==> src/rtl/muldiv_unit.sv <==
// Multi-cycle multiply/divide unit with architectural HI/LO registers.
// Pipelined-latency multiply, restoring radix-2 divide, MTHI/MTLO, flush.
module muldiv_unit #(
    parameter int unsigned WIDTH      = 32,
    parameter int unsigned MUL_STAGES = 2
) (
    input  logic             clk,
    input  logic             resetn,
    input  logic             req_valid,
    output logic             req_ready,
    input  logic [2:0]       req_op,
    input  logic [WIDTH-1:0] req_src1,
    input  logic [WIDTH-1:0] req_src2,
    input  logic             cancel,
    output logic             busy,
    output logic             done,
    output logic [WIDTH-1:0] hi_rdata,
    output logic [WIDTH-1:0] lo_rdata
);

    localparam int unsigned CNT_W = $clog2(WIDTH + 1);

    localparam logic [1:0] S_IDLE = 2'd0;
    localparam logic [1:0] S_MUL  = 2'd1;
    localparam logic [1:0] S_DIV  = 2'd2;
    localparam logic [1:0] S_FIX  = 2'd3;

    localparam logic [2:0] OP_MULT  = 3'd0;
    localparam logic [2:0] OP_MULTU = 3'd1;
    localparam logic [2:0] OP_DIV   = 3'd2;
    localparam logic [2:0] OP_DIVU  = 3'd3;
    localparam logic [2:0] OP_MTHI  = 3'd4;
    localparam logic [2:0] OP_MTLO  = 3'd5;

    logic [1:0]         r_state;
    logic [CNT_W-1:0]   r_cnt;
    logic [WIDTH-1:0]   r_opa;      // multiplicand, or dividend shifting into quotient
    logic [WIDTH-1:0]   r_opb;      // multiplier, or divisor magnitude
    logic [WIDTH-1:0]   r_rem;
    logic               r_signed;
    logic               r_neg_q;
    logic               r_neg_r;
    logic               r_dz;
    logic [WIDTH-1:0]   r_hi;
    logic [WIDTH-1:0]   r_lo;
    logic               r_done;

    logic [1:0]         w_state_nx;
    logic [CNT_W-1:0]   w_cnt_nx;
    logic [WIDTH-1:0]   w_opa_nx;
    logic [WIDTH-1:0]   w_opb_nx;
    logic [WIDTH-1:0]   w_rem_nx;
    logic               w_signed_nx;
    logic               w_neg_q_nx;
    logic               w_neg_r_nx;
    logic               w_dz_nx;
    logic [WIDTH-1:0]   w_hi_nx;
    logic [WIDTH-1:0]   w_lo_nx;
    logic               w_done_nx;

    logic               w_accept;
    logic               w_neg1;
    logic               w_neg2;
    logic [WIDTH-1:0]   w_abs1;
    logic [WIDTH-1:0]   w_abs2;
    logic [2*WIDTH-1:0] w_mul_a;
    logic [2*WIDTH-1:0] w_mul_b;
    logic [2*WIDTH-1:0] w_prod;
    logic [WIDTH:0]     w_rem_sh;
    logic [WIDTH:0]     w_diff;
    logic               w_ge;
    logic [WIDTH-1:0]   w_quo_f;
    logic [WIDTH-1:0]   w_rem_f;

    assign req_ready = (r_state == S_IDLE) && !cancel;
    assign busy      = (r_state != S_IDLE);
    assign done      = r_done;
    assign hi_rdata  = r_hi;
    assign lo_rdata  = r_lo;
    assign w_accept  = req_valid && req_ready;

    // Operand magnitudes for signed divide; two's-complement min maps onto itself as unsigned 2^(W-1)
    assign w_neg1 = (req_op == OP_DIV) && req_src1[WIDTH-1];
    assign w_neg2 = (req_op == OP_DIV) && req_src2[WIDTH-1];
    assign w_abs1 = w_neg1 ? (~req_src1 + WIDTH'(1)) : req_src1;
    assign w_abs2 = w_neg2 ? (~req_src2 + WIDTH'(1)) : req_src2;

    // Full-width product of the latched operands, sign- or zero-extended
    assign w_mul_a = r_signed ? {{WIDTH{r_opa[WIDTH-1]}}, r_opa} : {{WIDTH{1'b0}}, r_opa};
    assign w_mul_b = r_signed ? {{WIDTH{r_opb[WIDTH-1]}}, r_opb} : {{WIDTH{1'b0}}, r_opb};
    assign w_prod  = w_mul_a * w_mul_b;

    // One restoring-division step: shift in the next dividend bit and trial-subtract
    assign w_rem_sh = {r_rem, r_opa[WIDTH-1]};
    assign w_diff   = w_rem_sh - {1'b0, r_opb};
    assign w_ge     = !w_diff[WIDTH];

    // Sign fixup applied in the final cycle
    assign w_quo_f = r_neg_q ? (~r_opa + WIDTH'(1)) : r_opa;
    assign w_rem_f = r_neg_r ? (~r_rem + WIDTH'(1)) : r_rem;

    // State register and all datapath registers
    always_ff @(posedge clk or negedge resetn) begin
        if (!resetn) begin
            r_state  <= S_IDLE;
            r_cnt    <= '0;
            r_opa    <= '0;
            r_opb    <= '0;
            r_rem    <= '0;
            r_signed <= 1'b0;
            r_neg_q  <= 1'b0;
            r_neg_r  <= 1'b0;
            r_dz     <= 1'b0;
            r_hi     <= '0;
            r_lo     <= '0;
            r_done   <= 1'b0;
        end else begin
            r_state  <= w_state_nx;
            r_cnt    <= w_cnt_nx;
            r_opa    <= w_opa_nx;
            r_opb    <= w_opb_nx;
            r_rem    <= w_rem_nx;
            r_signed <= w_signed_nx;
            r_neg_q  <= w_neg_q_nx;
            r_neg_r  <= w_neg_r_nx;
            r_dz     <= w_dz_nx;
            r_hi     <= w_hi_nx;
            r_lo     <= w_lo_nx;
            r_done   <= w_done_nx;
        end
    end

    // Next-state and next-register logic; cancel overrides any in-flight result
    always_comb begin
        w_state_nx  = r_state;
        w_cnt_nx    = r_cnt;
        w_opa_nx    = r_opa;
        w_opb_nx    = r_opb;
        w_rem_nx    = r_rem;
        w_signed_nx = r_signed;
        w_neg_q_nx  = r_neg_q;
        w_neg_r_nx  = r_neg_r;
        w_dz_nx     = r_dz;
        w_hi_nx     = r_hi;
        w_lo_nx     = r_lo;
        w_done_nx   = 1'b0;

        case (r_state)
            S_IDLE: begin
                if (w_accept) begin
                    case (req_op)
                        OP_MULT, OP_MULTU: begin
                            w_state_nx  = S_MUL;
                            w_cnt_nx    = CNT_W'(MUL_STAGES - 1);
                            w_opa_nx    = req_src1;
                            w_opb_nx    = req_src2;
                            w_signed_nx = (req_op == OP_MULT);
                        end
                        OP_DIV, OP_DIVU: begin
                            w_state_nx = S_DIV;
                            w_cnt_nx   = CNT_W'(WIDTH);
                            w_opa_nx   = w_abs1;
                            w_opb_nx   = w_abs2;
                            w_rem_nx   = '0;
                            w_neg_q_nx = w_neg1 ^ w_neg2;
                            w_neg_r_nx = w_neg1;
                            w_dz_nx    = (req_src2 == '0);
                        end
                        OP_MTHI: begin
                            w_hi_nx   = req_src1;
                            w_done_nx = 1'b1;
                        end
                        OP_MTLO: begin
                            w_lo_nx   = req_src1;
                            w_done_nx = 1'b1;
                        end
                        default: ;
                    endcase
                end
            end
            S_MUL: begin
                if (r_cnt == '0) begin
                    w_hi_nx    = w_prod[2*WIDTH-1:WIDTH];
                    w_lo_nx    = w_prod[WIDTH-1:0];
                    w_done_nx  = 1'b1;
                    w_state_nx = S_IDLE;
                end else begin
                    w_cnt_nx = r_cnt - CNT_W'(1);
                end
            end
            S_DIV: begin
                w_rem_nx = w_ge ? w_diff[WIDTH-1:0] : w_rem_sh[WIDTH-1:0];
                w_opa_nx = {r_opa[WIDTH-2:0], w_ge};
                w_cnt_nx = r_cnt - CNT_W'(1);
                if (r_cnt == CNT_W'(1)) begin
                    w_state_nx = S_FIX;
                end
            end
            S_FIX: begin
                // Divide by zero keeps the full latency and pulses done, but leaves HI/LO intact
                if (!r_dz) begin
                    w_lo_nx = w_quo_f;
                    w_hi_nx = w_rem_f;
                end
                w_done_nx  = 1'b1;
                w_state_nx = S_IDLE;
            end
        endcase

        if (cancel && (r_state != S_IDLE)) begin
            w_state_nx = S_IDLE;
            w_hi_nx    = r_hi;
            w_lo_nx    = r_lo;
            w_done_nx  = 1'b0;
        end
    end

endmodule

==> config.mk <==
export PLATFORM = sky130hd
export DESIGN_NAME = muldiv_unit
export DESIGN_NICKNAME = d
export VERILOG_FILES = /design/src/rtl/muldiv_unit.sv
export SDC_FILE = /design/constraint.sdc
export NUM_CORES = 2
export LEC_CHECK = 0
export CAP_MARGIN = 0
export CORE_UTILIZATION = 35
export CTS_CLUSTER_DIAMETER = 150
export DETAILED_ROUTE_END_ITERATION = 8
export SLEW_MARGIN = 5
export SYNTH_ARGS = -nofsm -noshare
export SYNTH_HDL_FRONTEND = slang
export SYNTH_SLANG_ARGS = --single-unit
==> constraint.sdc <==
create_clock -name clk -period 22.9 [get_ports clk]
set_input_delay 2.29 -clock clk [delete_from_list [all_inputs] [get_ports clk]]
set_output_delay 2.29 -clock clk [all_outputs]
set_load 0.01 [all_outputs]
-- Word level (Yosys, flattened, before mapping)
Cells that the tools add are included.
- reductions and logical operators: 28
- equal/unequal tests: 21
- add/sub/neg operators: 6
- bitwise gates (word level): 6
- multipliers: 1
- muxes and demuxes: 39
- operators with widths (cell ; count):
    $mux W32 ; 16
    $pmux W32 S2 ; 4
    $pmux W32 S3 ; 2
    $add A32 B1 Y32 const B ; 4
    $mux W64 ; 2
    $not A32 Y32 ; 4
    $mul A64 B64 Y64 ; 1
    $sub A33 B32 Y33 ; 1
    $logic_not A32 Y1 ; 1
    $pmux W6 S3 ; 1
    $reduce_and A3 Y1 ; 5
    $mux W6 ; 2
    $pmux W6 S2 ; 1
    $reduce_and A6 Y1 ; 2
    $mux W2 ; 4
    $ne A2 B2 Y1 const B ; 4
    $pmux W2 S4 ; 1
    $reduce_and A4 Y1 ; 2
    $eq A3 B2 Y1 const B ; 2
    $eq A3 B3 Y1 const B ; 2
    $eq A6 B1 Y1 const B ; 1
    $logic_not A6 Y1 ; 1
    $ne A2 B1 Y1 const B ; 3
    $ne A3 B3 Y1 const B ; 2
    other kinds (19) ; 33
- register bits: 173
- output and inout port bits: 67
- input bits: 71

-- Longest topological paths before layout
- depth in word-level cells: 6
- gate-level depth with buffers: 37
- depth with buffers taken out: 33

-- Least setup slack after synthesis
OpenSTA, ideal clock, no wires.
- path kind: reg-to-reg
- start point: register r_opa[31]
- end point: register r_hi[31] (netlist: hi_rdata[31])
- required time: 22.779 ns
- buffers on the path: 3
- path slack: 13.848 ns
- period minus slack after synthesis: 9.052 ns
- cell stages (with the launch flop): 32
- arrival: 8.931 ns
- cells stage by stage: dfrtp_1 and2_1 clkbuf_1 clkbuf_1 nand2_1 fa_1 inv_1 fa_1 fa_1 inv_1 fa_1 inv_1 fa_1 fa_1 fa_1 fa_1 fa_1 inv_1 fa_1 inv_1 ha_1 clkbuf_1 a21o_1 a21o_1 a21oi_1 o21ai_0 a21o_1 a21oi_1 nand3_1 o21ai_0 o32a_1 nand2_1
- cells in the longest elaborated chain, start to end: 4
- ends and longest elaborated chain (what ; line ; text):
    start: declaration ; 37 ; logic [WIDTH-1:0] r_opa;
    start signal: assignment ; 120 ; r_opa <= w_opa_nx;
    $mux W64 ; 89 ; assign w_mul_a = r_signed ? {{WIDTH{r_opa[WIDTH-1]}}, r_opa} : {{WIDTH{1'b0}}, r_opa};
    $mul A64 B64 Y64 ; 91 ; assign w_prod = w_mul_a * w_mul_b;
    $mux W32 ; 182 ; if (r_cnt == '0) begin
    $pmux W32 S3 ; 148 ; case (r_state)
    end signal: assignment ; 127 ; r_hi <= w_hi_nx;
    end: declaration ; 44 ; logic [WIDTH-1:0] r_hi;
Every way passes these cells. The select of a mux whose other input is x is not followed.
A chain may end at the register's enable or synchronous reset.

-- Worst setup path in the final report
- start point: register r_opa[31]
- end point: register r_hi[30] (netlist: hi_rdata[30])
The elaborated chain is that of the path after synthesis.

==> impl_metrics.json <==
{
  "worst_setup_path_start_kind": "flip-flop",
  "grt.met1_usage": 0.293,
  "placed_area_um2": 63600,
  "hp-class": "flip-flop to flip-flop",
  "clk_pin_slew_ns": 0.09,
  "fillers": 17200,
  "area_growth_syn_to_layout_pct": 6.89,
  "finalSetupTns_ns": 0,
  "cp_data_arrival_time_ns": 11.11,
  "ios": 138,
  "multiInputGateArea_um2": 48500,
  "gr-max-usage-layer": "met2",
  "timing.max_slew.rel_slack": 0.232,
  "clock_sinks": 173,
  "die_area_um2": 173000,
  "synthSimpleGateAreaFrac": 0.138,
  "timing.final.setup_violations": 0,
  "critPathMaxFanout": 24,
  "synth_top_family_by_area": "adder cells",
  "cap_viol_max_count": 0,
  "clock-skew-final_ns": 0.0270,
  "place_hpwl_mm": 166,
  "max_freq_mhz": 93.4,
  "drc": 0,
  "synth.yosys.seq_area_share": 0.0721,
  "start_util": 0.353,
  "grt_util_all_layers": 0.240,
  "dominantRegCellSynth": "sky130_fd_sc_hd__dfrtp_1",
  "share_of_synthesized_area_spent_on_multiplexers": 0.00294,
  "globalRoute.totalOverflow": 0,
  "vias_in_the_first_global_route": 48600,
  "post_cts_hold_buffer_count": 0,
  "final-max-slew-violation-count": 0,
  "avgSynthCellArea_um2": 9.04,
  "worstReg2RegEnd": "hi_rdata[30]$_DFFE_PN0P_",
  "synth_xor_area_frac": 0.0366,
  "cts.htree.levels": 4,
  "final-seq-area_um2": 4340,
  "vert_die_dim_um": 416,
  "reg2reg_slack_ns": 12.20,
  "layout.cells.most_common": "sky130_fd_sc_hd__inv_1",
  "insertion_delay_ns": 0.53,
  "clk_tree_root_cell": "sky130_fd_sc_hd__clkbuf_16",
  "totalWireLength_mm": 202,
  "drtAntennaViolNets": 0,
  "cp-end-kind": "flip-flop",
  "syn_inst": 6643,
  "global_placement_routability_congestion": 0.975,
  "whs_path_depth": 2,
  "critPathCapture": "hi_rdata[30]$_DFFE_PN0P_",
  "synth-compound-area-share": 0.0816,
  "ys_seq_elements": 173,
  "core_um2": 170000,
  "cp.required_ns": 23.31,
  "yosysWarnings": 0,
  "timing_worst_setup_path_type": "flip-flop to flip-flop",
  "tritoncts": "yes",
  "pin_count_of_the_biggest_net_entering_global_routing": 107,
  "grt_use_met2": 0.417,
  "die_w_um": 416,
  "worst_slew_pin_slew_ns": 1.15,
  "synth_edf_count": 0,
  "vias": 45100,
  "buffer_ports.inserted": 137,
  "post-route-min-period_ns": 10.70,
  "firstDrtPassIters": 5,
  "rsz0062_at_grt": "no",
  "hold_viol": 0,
  "avgViaCountPerCell": 5.14,
  "finished_cell_area_um2": 64200,
  "finish.utilization": 0.378,
  "final.period_utilization": 0.467,
  "ys_types": 84,
  "cts_post_setup_buffers_inserted": 0,
  "grt_use_met3": 0.0214,
  "worst_setup_path_startpoint": "r_opa[31]$_DFFE_PN0P_",
  "synthesis.nets": 8486,
  "status": "completed",
  "fin_hold_ws_ns": 0.476,
  "post_cts.resized_instances": 0,
  "cts_buffer_depth": 2,
  "synth.cell_area_um2": 60000,
  "iter_0_drt_violations": 3226,
  "avgRoutedWirePerCell_um": 23.0,
  "number_of_buffers_inserted_during_clock_tree_synthesis": 17,
  "layout-drive-gt1-share": 0.0261,
  "synthAdderAreaFrac": 0.547,
  "worst_r2r_path_depth": 27,
  "synth_async_sr_flop_share": 1.00,
  "grt_pass1_wl_mm": 310,
  "num-nets-final": 8383,
  "antenna_found_initial": 11,
  "number_of_standard_cell_rows_in_the_floorplan": 151,
  "layout_common_cells": "sky130_fd_sc_hd__inv_1, sky130_fd_sc_hd__fa_1, sky130_fd_sc_hd__nand2_1, sky130_fd_sc_hd__and2_1, sky130_fd_sc_hd__ha_1",
  "critical_path.reg2reg.startpoint": "r_opa[31]$_DFFE_PN0P_"
}
[synthesized netlist by cell type, types with 37 or more instances]
master | count | area, µm²
sky130_fd_sc_hd__a21o_1 | 77 | 578
sky130_fd_sc_hd__a21oi_1 | 219 | 1100
sky130_fd_sc_hd__and2_1 | 517 | 3230
sky130_fd_sc_hd__clkbuf_1 | 308 | 1160
sky130_fd_sc_hd__dfrtp_1 | 173 | 4330
sky130_fd_sc_hd__fa_1 | 1420 | 28400
sky130_fd_sc_hd__ha_1 | 352 | 4400
sky130_fd_sc_hd__inv_1 | 1588 | 5960
sky130_fd_sc_hd__nand2_1 | 759 | 2850
sky130_fd_sc_hd__nand3_1 | 37 | 185
sky130_fd_sc_hd__nor2_1 | 213 | 800
sky130_fd_sc_hd__o21ai_0 | 232 | 1160
sky130_fd_sc_hd__xnor2_1 | 173 | 1520
sky130_fd_sc_hd__xor2_1 | 78 | 683
[flip-flops by register name, summed over array words and instances (netlist names)]
name,count
r_neg_r,1
r_cnt,6
lo_rdata,32
r_state,2
r_dz,1
r_signed,1
hi_rdata,32
r_opb,32
r_neg_q,1
done,1
r_rem,32
r_opa,32
[worst min-delay path by stage]
stage,from,end,slack [ns]
floorplan,r_dz$_DFFE_PN0P_,r_dz$_DFFE_PN0P_,0.47
global placement,lo_rdata[12]$_DFFE_PN0P_,lo_rdata[12]$_DFFE_PN0P_,0.46
detailed placement,lo_rdata[5]$_DFFE_PN0P_,lo_rdata[5]$_DFFE_PN0P_,0.47
CTS,lo_rdata[19]$_DFFE_PN0P_,lo_rdata[19]$_DFFE_PN0P_,0.49
global route,lo_rdata[9]$_DFFE_PN0P_,lo_rdata[9]$_DFFE_PN0P_,0.49
finish,lo_rdata[11]$_DFFE_PN0P_,lo_rdata[11]$_DFFE_PN0P_,0.48
[layout make-up]
| class | count | share of cell area |
|---|---|---|
| multi-input cells | 4536 | 0.756 |
| inverters | 1588 | 0.0929 |
| flip-flops and latches | 173 | 0.0676 |
| well taps | 2218 | 0.0432 |
| repair buffers | 224 | 0.0316 |
| clock buffers | 17 | 0.00663 |
| clock inverters | 14 | 0.00230 |
| diodes | 4 | 0.000156 |
[layer usage]
layer / wire, µm / part of all wire
met4: 12900 / 0.064
met2: 101000 / 0.50
met5: 13 / 0.000064
met3: 9040 / 0.045
met1: 78700 / 0.39
[through the flow]
step,std cells,worst slack [ns]
finish,8774,12.20
global placement,8739,12.46
floorplan,6643,13.85
CTS,8770,12.13
global route,8773,11.58
detailed placement,8739,12.16
[critical path, stage by stage (launching register included)]
cell	delay, ns
sky130_fd_sc_hd__dfrtp_1	0.33
sky130_fd_sc_hd__buf_4	0.36
sky130_fd_sc_hd__and2_1	0.91
sky130_fd_sc_hd__nand2_1	0.33
sky130_fd_sc_hd__fa_1	0.72
sky130_fd_sc_hd__inv_1	0.13
sky130_fd_sc_hd__fa_1	0.52
sky130_fd_sc_hd__fa_1	0.83
sky130_fd_sc_hd__inv_1	0.27
sky130_fd_sc_hd__fa_1	0.53
sky130_fd_sc_hd__inv_1	0.05
sky130_fd_sc_hd__fa_1	0.53
sky130_fd_sc_hd__fa_1	0.45
sky130_fd_sc_hd__fa_1	0.50
sky130_fd_sc_hd__fa_1	0.51
sky130_fd_sc_hd__fa_1	0.49
sky130_fd_sc_hd__inv_1	0.05
sky130_fd_sc_hd__fa_1	0.50
sky130_fd_sc_hd__inv_1	0.05
sky130_fd_sc_hd__ha_1	0.40
sky130_fd_sc_hd__and3_1	0.19
sky130_fd_sc_hd__nand4_1	0.13
sky130_fd_sc_hd__a2111oi_1	0.59
sky130_fd_sc_hd__o2111ai_1	0.25
sky130_fd_sc_hd__and2_1	0.22
sky130_fd_sc_hd__o31ai_1	0.40
sky130_fd_sc_hd__a2bb2oi_1	0.21
sky130_fd_sc_hd__o211ai_1	0.10
[cell families (layout without fill, tap and decap cells)]
logic type                 count (synthesis)  count (layout)
AOI/OAI and AO/OA                        780             780
xor gates and xnor gates                 251             251
adders and majority gates               1773            1773
buffers and inverters                   1934            1843
DFF                                      173             173
muxes                                     17              17
other                                      0               4
and+or+nand+nor                         1715            1715
Power is not shown: default switching activity piles up to over one toggle a cycle in this logic, so the estimate is an artifact.
